File: src/rtl/multi_channel_player_control_pkg.sv
// Shared encodings for the multi-channel beat player: loop/hold mode and
// the per-channel state codes driven by the game sequencer.
package player_pkg;

    localparam logic LOOP_WRAP = 1'b1;
    localparam logic LOOP_HOLD = 1'b0;

    typedef enum logic [1:0] {
        SILENCE    = 2'd0,
        GOOD_BALL  = 2'd1,
        BAD_BALL   = 2'd2,
        HIGH_SCORE = 2'd3
    } r_state_e;

    typedef enum logic [1:0] {
        WAIT_DEPOSIT = 2'd0,
        WAIT_PLAYING = 2'd1
    } l_state_e;

endpackage

File: src/rtl/multi_channel_player_control_beat_channel.sv
// One beat channel: restarts on any state-code change, otherwise steps its
// beat index on beat_tick, wrapping (loop) or clamping on the last beat (hold).
module beat_channel
    import player_pkg::*;
#(
    parameter int BEAT_W  = 10,
    parameter int STATE_W = 2
) (
    input  logic               clk,
    input  logic               reset,
    input  logic               beat_tick,
    input  logic [STATE_W-1:0] state,
    input  logic [BEAT_W-1:0]  len,
    input  logic               loop_en,
    input  logic               pause,
    output logic [BEAT_W-1:0]  ibeat,
    output logic               done,
    output logic               wrap_pulse
);

    logic [STATE_W-1:0] prev_state_q, prev_state_d;
    logic [BEAT_W-1:0]  ibeat_q, ibeat_d;
    logic               done_q, done_d;
    logic               wrap_pulse_q, wrap_pulse_d;
    logic [BEAT_W-1:0]  eff_len;
    logic [BEAT_W-1:0]  last_beat;

    // A zero length behaves as a single-beat sequence.
    assign eff_len   = (len == '0) ? BEAT_W'(1) : len;
    assign last_beat = eff_len - BEAT_W'(1);

    always_comb begin
        prev_state_d = state;
        ibeat_d      = ibeat_q;
        done_d       = done_q;
        wrap_pulse_d = 1'b0;
        if (state != prev_state_q) begin
            ibeat_d = '0;
            done_d  = 1'b0;
        end else if (beat_tick && !pause) begin
            if (loop_en == LOOP_WRAP) begin
                done_d = 1'b0;
                if (ibeat_q < last_beat) begin
                    ibeat_d = ibeat_q + BEAT_W'(1);
                end else begin
                    ibeat_d      = '0;
                    wrap_pulse_d = 1'b1;
                end
            end else begin
                // ">=" also catches an index left beyond a freshly shrunk length.
                if (ibeat_q < last_beat) begin
                    ibeat_d = ibeat_q + BEAT_W'(1);
                    done_d  = 1'b0;
                end else begin
                    ibeat_d = last_beat;
                    done_d  = 1'b1;
                end
            end
        end
    end

    always_ff @(posedge clk or negedge reset) begin
        if (!reset) begin
            prev_state_q <= '0;
            ibeat_q      <= '0;
            done_q       <= 1'b0;
            wrap_pulse_q <= 1'b0;
        end else begin
            prev_state_q <= prev_state_d;
            ibeat_q      <= ibeat_d;
            done_q       <= done_d;
            wrap_pulse_q <= wrap_pulse_d;
        end
    end

    assign ibeat      = ibeat_q;
    assign done       = done_q;
    assign wrap_pulse = wrap_pulse_q;

endmodule

File: src/rtl/multi_channel_player_control.sv
// NCH independent beat channels sharing one beat_tick; each channel owns a
// slice of the packed state/len/ibeat buses.
module multi_channel_player_control
    import player_pkg::*;
#(
    parameter int NCH     = 2,
    parameter int BEAT_W  = 10,
    parameter int STATE_W = 2
) (
    input  logic                   clk,
    input  logic                   reset,
    input  logic                   beat_tick,
    input  logic [NCH*STATE_W-1:0] state,
    input  logic [NCH*BEAT_W-1:0]  len,
    input  logic [NCH-1:0]         loop_en,
    input  logic [NCH-1:0]         pause,
    output logic [NCH*BEAT_W-1:0]  ibeat,
    output logic [NCH-1:0]         done,
    output logic [NCH-1:0]         wrap_pulse
);

    for (genvar c = 0; c < NCH; c++) begin : g_ch
        beat_channel #(
            .BEAT_W  (BEAT_W),
            .STATE_W (STATE_W)
        ) u_channel (
            .clk        (clk),
            .reset      (reset),
            .beat_tick  (beat_tick),
            .state      (state[c*STATE_W +: STATE_W]),
            .len        (len[c*BEAT_W +: BEAT_W]),
            .loop_en    (loop_en[c]),
            .pause      (pause[c]),
            .ibeat      (ibeat[c*BEAT_W +: BEAT_W]),
            .done       (done[c]),
            .wrap_pulse (wrap_pulse[c])
        );
    end

endmodule
File: config.mk
export PLATFORM = sky130hd
export DESIGN_NAME = multi_channel_player_control
export DESIGN_NICKNAME = d
export VERILOG_FILES = /design/src/rtl/multi_channel_player_control_pkg.sv /design/src/rtl/multi_channel_player_control_beat_channel.sv /design/src/rtl/multi_channel_player_control.sv
export SDC_FILE = /design/constraint.sdc
export NUM_CORES = 1
export LEC_CHECK = 0
export BUFFER_PORTS_ARGS = -buffer_cell sky130_fd_sc_hd__buf_2
export CAP_MARGIN = 10
export CORE_MARGIN = 4
export CORE_UTILIZATION = 50
export DETAILED_ROUTE_END_ITERATION = 10
export GPL_ROUTABILITY_DRIVEN = 0
export GPL_TIMING_DRIVEN = 1
export PLACE_DENSITY = 0.84
export SLEW_MARGIN = 20
export SYNTH_ARGS = -nofsm -noshare
export SYNTH_HDL_FRONTEND = slang
export SYNTH_HIERARCHICAL = 1
export SYNTH_SLANG_ARGS = --single-unit
File: constraint.sdc
create_clock -name clk -period 2.5 [get_ports clk]
set_clock_uncertainty 0.1 [all_clocks]
set_input_delay 0 -clock clk [delete_from_list [all_inputs] [get_ports clk]]
set_output_delay 0 -clock clk [all_outputs]
set_load 0.02 [all_outputs]
### Word-level counts from Yosys, hierarchy flattened

Cells that the tools add are included.

| operators by class | value |
|---|---|
| $add $sub $neg | 4 |
| order comparisons | 2 |
| equal/unequal tests | 2 |
| multiplexer cells | 26 |
| reduce and logical (&&, ||, !) cells | 8 |

Operators with widths:

| kind | count |
|---|---|
| $mux 10 | 12 |
| $add 10x1->10 const B | 2 |
| $logic_not 10->1 | 2 |
| $lt 10x10->1 | 2 |
| $sub 10x1->10 const B | 2 |
| $mux 1 | 14 |
| $ne 2x2->1 | 2 |
| $reduce_bool 2->1 | 2 |
| $logic_and 1x1->1 | 2 |
| $logic_not 1->1 | 2 |

| word-level totals | value |
|---|---|
| bits in registers | 28 |
| bits of input ports | 31 |
| output and inout port bits | 24 |
| logic and storage cells | 50 |

### Logic depth before layout (Yosys ltp)

Gate-level depths: netlist of the first run.

| logic depth | value |
|---|---|
| depth after elaboration | 8 |
| depth in mapped cells | 14 |

### Hierarchy

The synthesis of the first run kept the hierarchy.

By module, submodules not included:

| module | times used | cells each | area an instance (sq um) | seq. area each (sq um) |
|---|---|---|---|---|
| beat_channel (g_ch[1].u_channel) | 1 | 145 | 1277.5 | 350.3 |
| beat_channel (g_ch[0].u_channel) | 1 | 129 | 1173.6 | 350.3 |

### Worst setup path before layout of the first run

Ideal clock, no wire load.

| timing | value |
|---|---|
| path kind | input to register |
| from | in len[7] |
| to | reg g_ch[0].u_channel.ibeat_q[1] |
| arrival | 2686 ps |
| required time | 2274 ps |
| setup slack | -412 ps |
| stages on the path | 13 |
| path buffers | 1 |
| path through | nor3_1 -> a41oi_2 -> ha_1 -> nand2_1 -> nor3_1 -> xnor2_1 -> ha_1 -> a21o_1 -> a2111oi_4 -> a22oi_4 -> or2_1 -> buf_6 -> a221o_1 |

| on the way | value |
|---|---|
| cells in the longest elaborated chain, start to end | 8 |
| elaborated cells on any way between the ends | 9 |
| classes of those cells | add/sub (1); order compare (1); mux (6); reduce/logical (1) |

Ends and longest elaborated chain:

| element | line | RTL |
|---|---|---|
| start: declaration | multi_channel_player_control.sv:14 | `input logic [NCH*BEAT_W-1:0] len,` |
| $logic_not 10->1 | multi_channel_player_control_beat_channel.sv:29 | `assign eff_len = (len == '0) ? BEAT_W'(1) : len;` |
| $mux 10 (*) | multi_channel_player_control_beat_channel.sv:29 |  |
| $sub 10x1->10 (*) | multi_channel_player_control_beat_channel.sv:30 | `assign last_beat = eff_len - BEAT_W'(1);` |
| $lt 10x10->1 | multi_channel_player_control_beat_channel.sv:43, multi_channel_player_control_beat_channel.sv:51 |  |
| $mux 10, on equally long branches | multi_channel_player_control_beat_channel.sv:51, multi_channel_player_control_beat_channel.sv:43 |  |
| $mux 10 (*) | multi_channel_player_control_beat_channel.sv:41 | `if (loop_en == LOOP_WRAP) begin` |
| $mux 10 (*) | multi_channel_player_control_beat_channel.sv:40 | `end else if (beat_tick && !pause) begin` |
| $mux 10 (*) | multi_channel_player_control_beat_channel.sv:37 | `if (state != prev_state_q) begin` |
| end signal: assignment | multi_channel_player_control_beat_channel.sv:70 | `ibeat_q <= ibeat_d;` |
| end: declaration | multi_channel_player_control_beat_channel.sv:22 | `logic [BEAT_W-1:0] ibeat_q, ibeat_d;` |

Every way passes the cells marked *; elsewhere a longest branch is shown, timed or not. The select of a mux whose other input is x is not followed.
A chain may end at the register's enable or synchronous reset.

### Final worst setup path of the first run

| timing | value |
|---|---|
| from | in len[7] |
| to | reg g_ch[0].u_channel.ibeat_q[4] |

The elaborated chain is that of the path after synthesis.

==> results by group, run 1 <==
Run status
  • Status: finished, violations left
  • Failing checks: setup timing

Layout
  • Antenna cells: 0
  • Final Cell Area: 0.00434 sq mm
  • Area Growth Syn to Fin: 77.1%
  • Final-stage net count: ~500
  • Fraction of layout cells with a size suffix above 1: 54.8%

Placed design
  • Buffers added on ports: 54
  • DP Area: 0.00347 sq mm
  • DP Worst Slack: -700 ps
  • HPWL Detailed: 6090 um

Synthesis
  • Post-synth EDFFs: 0
  • Ys async rst share: 100%
  • Synth warn: 6
  • Post-synth net total: 327
  • Top cells by instance count after synthesis: dfrtp_1 (28), nor2_1 (23), ha_1 (22), nand2_1 (21), nor3_1 (17)
  • Synth top area share: 28.6%
  • Yosys reg bits: 28
  • Syn Inst Count: roughly 270
  • Synth area leader: dfrtp_1
  • Ys flop type: dfrtp_1
  • Top-count cell post-synth: dfrtp_1
  • Synthesized area per cell: 8.95 sq um
  • Post-Syn Area: 0.00245 sq mm
  • Synth area leaders: dfrtp_1 (29%), ha_1 (11%), xnor2_1 (4.6%), nor2_1 (3.5%), nor3_1 (3.5%)
  • Count of unique library cells instantiated by Yosys: 51
  • Register area share after synthesis: 28.6%

Detailed routing
  • Vias per cell: 7.17
  • Starting DRT DRC Count: roughly 670
  • WL/cell: 27.2 um
  • DRC viols: 0
  • Total number of vias: about 3700
  • Final ANT Viol Nets: 0
  • WL final: 14000 um
  • DRT Pass-1 Iters: 5

STA
  • Final period utilization: 122%
  • Setup TNS: -6210 ps
  • Hold_ws: around 120 ps
  • Setup Viol. Count Final: 24
  • Max Slew Vio Count: 0
  • Fin. Hold Viols: 0
  • RSZ-0062 raised after global routing: true
  • Max_slew headroom: 53.6%
  • Worst-margin pin slew: ~700 ps
  • Crit path time final: around 3000 ps
  • Final WS setup: -540 ps
  • Fmax: 329 MHz

GRT
  • Largest net degree at the start of global routing: 29
  • Initial antenna violation count: 0
  • Gr ovfl total: 0
  • First-pass GRT wire length: about 17000 um
  • Vias in the first global route: ~3300
  • GRT Total Usage: between 30% and 40%

Setup path
  • Cells along the critical path: buf_4 -> nor3_4 -> a41oi_2 -> ha_2 -> nand2_4 -> nor3_4 -> xnor2_2 -> ha_1 -> a21o_1 -> a2111oi_4 -> a22oi_4 -> buf_4 -> nor4_1 -> o21ai_0 -> o221ai_1
  • R2R depth: 8
  • Setup CP Type: primary input to flop
  • CP required: between 2000 and 3000 ps
  • Worst path max stage delay: 440 ps
  • Crit path capture type: flop
  • Critical path buffer and inverter count: 2
  • Reg-to-Reg Start: g_ch[0].u_channel/ibeat[8]
  • Crit path DAT: 3100 ps
  • Startpoint Class: primary input
  • Reg2reg setup slack: -220 ps
  • Reg2reg end: g_ch[0].u_channel/ibeat[4]
  • Crit Path Max Fanout: 5
  • Slowest-stage cell, CP: a2111oi_4
  • CP delay by family, top: compound AO/OA/AOI/OAI gates

CTS
  • Htree depth: 1
  • Clk sinks: 28
  • CTS buffer count: 3
  • Clock Tree Buf Depth: 2
  • Clk slew on worst S/H paths: 110 ps
  • Skew-Pair Late Insertion Delay: 290 ps
  • Clk root buf: clkbuf_8
  • CTS tree: done

Floorplanning
  • Die X-Extent: between 70 and 80 um
  • I/O pin count: 55
  • Die ar.: 0.00609 sq mm
  • Starting density of the core: 51.9%
  • Die height: 78.0 um
  • Row count: 25
  • Placeable Area: roughly 0.0047 sq mm

Pwr
  • Peak VDD IR: 205 uV
  • Pwr Density: 268 mW/mm^2
  • Lkg Pwr: 2.02 nW

Run
  • Max Cap Viol: 0

Worst hold path
  • Hold Crit Endpoint: g_ch[0].u_channel/wrap_pulse
  • Hold path cells: 3
  • Hold path startpoint: beat_tick
  • HP Class: primary input to flop
## how the worst max path moves through the flow
stage / from / end / cells past startpoint
after floorplan: len[4] / g_ch[0].u_channel/ibeat[9] / 12
after global routing: len[1] / g_ch[0].u_channel/ibeat[4] / 14
after CTS: len[6] / g_ch[0].u_channel/ibeat[9] / 13
after detailed placement: len[4] / g_ch[0].u_channel/ibeat[6] / 12
final: len[7] / g_ch[0].u_channel/ibeat[4] / 15
after global placement: len[4] / g_ch[0].u_channel/ibeat[2] / 12
## cells in the final DEF, fill, tap and decap left out, types with 5 or more instances in the layout
cell,Yosys,final
a21oi_1,8,7
o211ai_1,8,8
nor3_4,0,8
ha_1,22,18
nand4_1,8,8
inv_1,8,8
and3_1,6,6
nand3_1,12,9
buf_6,2,14
dlygate4sd3_1,0,9
xnor2_1,13,12
nor3_2,4,6
o21ai_1,0,5
dfrtp_1,28,28
or3_4,1,5
nor4_4,1,8
buf_2,0,46
nor2_1,23,20
nand2_1,21,17
nor3_1,17,7
buf_4,0,105
## repair_timing
action                     4_1_cts  5_1_grt
hold endpoints to repair        35        0
cloned                           1        0
resized for setup               55       37
hold buffers                     9        0
setup endpoints to repair       24       23
pin swaps                       37       37
setup buffers                   23       12
## per-stage QoR
step           power [W]  utilization [%]  instances
5_1_grt          0.00120             91.9        514
6_report         0.00116             91.9        514
4_1_cts          0.00108             85.4        503
2_1_floorplan   0.000581                -        274
3_3_place_gp    0.000724             73.5        466
3_5_place_dp    0.000734             73.5        466
## routing by layer
metal,up-vias,part of all wire (%),GRT usage [%]
met5,-,0,0
met3,164,11,6.65
met1,1701,34,41.0
li1,1411,-,-
met4,0,9.7,17.7
met2,410,46,60.5
## flip-flops by register name, summed over array words and instances (netlist names)
register,count
g_ch.u_channel/done,2
g_ch.u_channel/ibeat,20
g_ch.u_channel/prev_state_q,4
g_ch.u_channel/wrap_pulse,2
## final cells by class
cell class,count,area [sq um]
clock buffers,4,55.1
fillers,172,382
inverters,8,30.0
multi-input cells,232,2190
flip-flops and latches,28,701
well taps,67,83.8
repair buffers,175,1280
## worst min-delay path, delay by kind of cell
family	cells	cell delay [ps]
AND/OR/NAND/NOR	2	360
buffers and inverters	1	130
## where the power goes
group          total [W]  switching (W)  internal (W)
sequential      0.000466     0.00000783      0.000458
combinational   0.000389       0.000203      0.000186
clock           0.000308       0.000166      0.000142
total            0.00116       0.000377      0.000785
## kinds of logic (layout without fill, tap and decap cells)
logic type	count (synthesis)	in the layout	synth area share, %
compound gates	66	67	22.7
xor+xnor	17	17	6.07
fa+ha+maj	22	22	11.2
buf+inv	15	187	2.91
flops	28	28	28.6
mux	2	2	0.817
simple gates	124	124	27.7
No activity file was read; power rests on OpenSTA's default activity.
==> inputs of run 2 (changes only) <==
--- a/config.mk
+++ b/config.mk
@@ -8,11 +8,11 @@
 export BUFFER_PORTS_ARGS = -buffer_cell sky130_fd_sc_hd__buf_2
 export CAP_MARGIN = 10
 export CORE_MARGIN = 4
-export CORE_UTILIZATION = 50
+export CORE_UTILIZATION = 30
 export DETAILED_ROUTE_END_ITERATION = 10
 export GPL_ROUTABILITY_DRIVEN = 0
 export GPL_TIMING_DRIVEN = 1
-export PLACE_DENSITY = 0.84
+export PLACE_DENSITY = 0.57
 export SLEW_MARGIN = 20
 export SYNTH_ARGS = -nofsm -noshare
 export SYNTH_HDL_FRONTEND = slang
==> results by group, run 2 (synthesis gave the netlist of run 1 again) <==
Run status
  • Status: finished, violations left (unchanged)
  • Failing checks: setup timing (unchanged)

STA
  • Fin. Hold Viols: 0 (unchanged)
  • RSZ-0062 raised after global routing: true (unchanged)
  • Fmax: 371 MHz (was 329 MHz)
  • Crit path time final: 2690 ps (was 3040 ps)
  • Worst-margin pin slew: 912 ps (was 695 ps)
  • Setup Viol. Count Final: 18 (was 24)
  • Final WS setup: -195 ps (was -540 ps)
  • Max_slew headroom: 39.0% (was 53.6%)
  • Max Slew Vio Count: 0 (unchanged)
  • Final period utilization: 108% (was 122%)
  • Hold_ws: 102 ps (was 124 ps)

CTS
  • Skew-Pair Late Insertion Delay: 280 ps (was 290 ps)
  • Clk sinks: 28 (unchanged)
  • Htree depth: 1 (unchanged)
  • CTS tree: done (unchanged)
  • CTS buffer count: 3 (unchanged)
  • Clk root buf: clkbuf_8 (unchanged)
  • Clock Tree Buf Depth: 2 (unchanged)
  • Clk slew on worst S/H paths: 100 ps (was 110 ps)

GRT
  • Largest net degree at the start of global routing: 29 (unchanged)
  • Gr ovfl total: 0 (unchanged)
  • Initial antenna violation count: 0 (unchanged)
  • Vias in the first global route: 2911 (was 3311)
  • First-pass GRT wire length: 13700 um (was 16600 um)
  • GRT Total Usage: 17.0% (was 34.9%)

Detailed routing
  • WL/cell: 15.5 um (was 27.2 um)
  • Met1 WL: 3890 um (was 4680 um)
  • DR top layer: met4 (unchanged)
  • Vias per cell: 5.18 (was 7.17)
  • Met2 WL: 4350 um (was 6360 um)
  • DRT Pass-1 Iters: 4 (was 5)
  • Met3 routed WL: 254 um (was 1580 um)
  • Total number of vias: 2856 (was 3686)
  • Final ANT Viol Nets: 0 (unchanged)
  • WL final: 8540 um (was 14000 um)
  • DRC viols: 0 (unchanged)
  • Starting DRT DRC Count: 142 (was 669)

Layout
  • Final-stage net count: 503 (was 501)
  • Utilization after layout: 55.4% (was 91.9%)
  • Antenna cells: 0 (unchanged)
  • Commonest non-fill, non-tap cell in the layout: buf_4 (unchanged)
  • Final Cell Area: 0.00435 sq mm (was 0.00434 sq mm)
  • Area Growth Syn to Fin: 77.3% (was 77.1%)
  • Most frequent cells in the layout: buf_4 (103), buf_2 (49), dfrtp_1 (28) (was buf_4 (105), buf_2 (46), dfrtp_1 (28))
  • Fill cells: 675 (was 172)
  • Fraction of layout cells with a size suffix above 1: 54.1% (was 54.8%)
  • Max reg flops: 20 (unchanged)

Floorplanning
  • Row count: 32 (was 25)
  • I/O pin count: 55 (unchanged)
  • Die height: 98.4 um (was 78.0 um)
  • Die ar.: 0.00968 sq mm (was 0.00609 sq mm)
  • Starting density of the core: 31.2% (was 51.9%)
  • Placeable Area: 0.00785 sq mm (was 0.00472 sq mm)
  • Die X-Extent: 98.4 um (was 78.0 um)

Run
  • Max Cap Viol: 0 (unchanged)

Placed design
  • Buffers added on ports: 54 (unchanged)
  • DP Area: 0.00355 sq mm (was 0.00347 sq mm)
  • HPWL Detailed: 5920 um (was 6090 um)

Pwr
  • Lkg Pwr: 2.03 nW (was 2.02 nW)
  • Pwr Density: 272 mW/mm^2 (was 268 mW/mm^2)
  • Peak VDD IR: 202 uV (was 205 uV)

Setup path
  • Startpoint Class: primary input (unchanged)
  • Crit Path Max Fanout: 6 (was 5)
  • Setup CP Type: primary input to flop (unchanged)
  • Crit path capture type: flop (unchanged)
  • Worst path max stage delay: 400 ps (was 440 ps)
  • Crit path DAT: 2750 ps (was 3100 ps)
  • Cells along the critical path: buf_8 -> buf_6 -> nor3_4 -> a41oi_2 -> ha_2 -> nand2_4 -> nor3_4 -> xnor2_2 -> ha_4 -> buf_6 -> nand3_4 -> or3_4 -> a22oi_4 -> buf_8 -> nor4_4 -> o21ai_1 -> o221ai_2 (was buf_4 -> nor3_4 -> a41oi_2 -> ha_2 -> nand2_4 -> nor3_4 -> xnor2_2 -> ha_1 -> a21o_1 -> a2111oi_4 -> a22oi_4 -> buf_4 -> nor4_1 -> o21ai_0 -> o221ai_1)
  • Slowest-stage cell, CP: or3_4 (was a2111oi_4)
  • CP required: 2560 ps (about the same)

Worst hold path
  • HP Class: primary input to flop (unchanged)
[run 2: changes by cell type in the layout (fill, tap and decap cells not counted), moves of 3 or more]
cell	delta
nor4_4	-3
nor4_2	+4
o311ai_1	+4
buf_2	+3
o311ai_2	-3
[run 2: path summary, 6_finish.rpt]
kind	slack, ps	start	endpoint	cells past startpoint
max	-190	len[4]	g_ch[0].u_channel/ibeat[7]	17
min	100	beat_tick	g_ch[0].u_channel/wrap_pulse	3
max reg2reg	40	g_ch[0].u_channel/prev_state_q[1]	g_ch[0].u_channel/ibeat[4]	5
min reg2reg	410	g_ch[0].u_channel/done	g_ch[0].u_channel/done	2
max in group asynchronous	1670	reset	g_ch[1].u_channel/ibeat[1]	2
min in group asynchronous	180	reset	g_ch[1].u_channel/prev_state_q[1]	2
[run 2: timing repair]
action	in CTS	in global routing
buffers inserted	28	3
gates cloned	1	0
endpoints found under the hold margin	34	0
endpoints found under the setup margin	23	24
gates resized for setup	42	41
pin swaps	31	49
hold buffers	9	0
[run 2: cell type report]
class / instances / area [sq um] / share of cell area [%]
inverters: 8 / 30.0 / 0.691
flip-flops and latches: 28 / 701 / 16.1
repair buffers: 177 / 1300 / 29.9
well taps: 102 / 128 / 2.94
clock buffers: 3 / 41.3 / 0.950
multi-input cells: 232 / 2120 / 48.7
clock inverters: 1 / 30.0 / 0.691
[run 2: critical path, delay by kind of cell]
| kind | cells | cell delay (ps) |
|---|---|---|
| AOI/OAI and AO/OA | 4 | 710 |
| xor gates and xnor gates | 1 | 150 |
| adders and majority gates | 2 | 530 |
| buffers and inverters | 4 | 490 |
| and+or+nand+nor | 6 | 870 |
[run 2: power breakdown]
group | internal (W) | leakage (nW) | switching [W]
Sequential | 0.000458 | 0.381 | 0.00000418
Clock | 0.000215 | 0.0357 | 0.000150
Combinational | 0.000189 | 1.61 | 0.000168
[run 2: routing by layer]
layer / up-vias / track usage [%]
met5: - / 0
met4: 0 / 1.79
met3: 4 / 2.86
met2: 42 / 29.6
met1: 1394 / 22.8
li1: 1416 / -
[run 2: stage by stage]
| step | power [W] | setup TNS (ps) | std cells | setup WS (ps) |
|---|---|---|---|---|
| finish | 0.00118 | -2160 | 551 | -195 |
| CTS | 0.00117 | -886 | 548 | -95.5 |
| global route | 0.00125 | -3990 | 551 | -307 |
| detailed placement | 0.000737 | -11240 | 506 | -605 |
| floorplan | 0.000581 | -3060 | 274 | -249 |
| global placement | 0.000731 | -10510 | 506 | -528 |
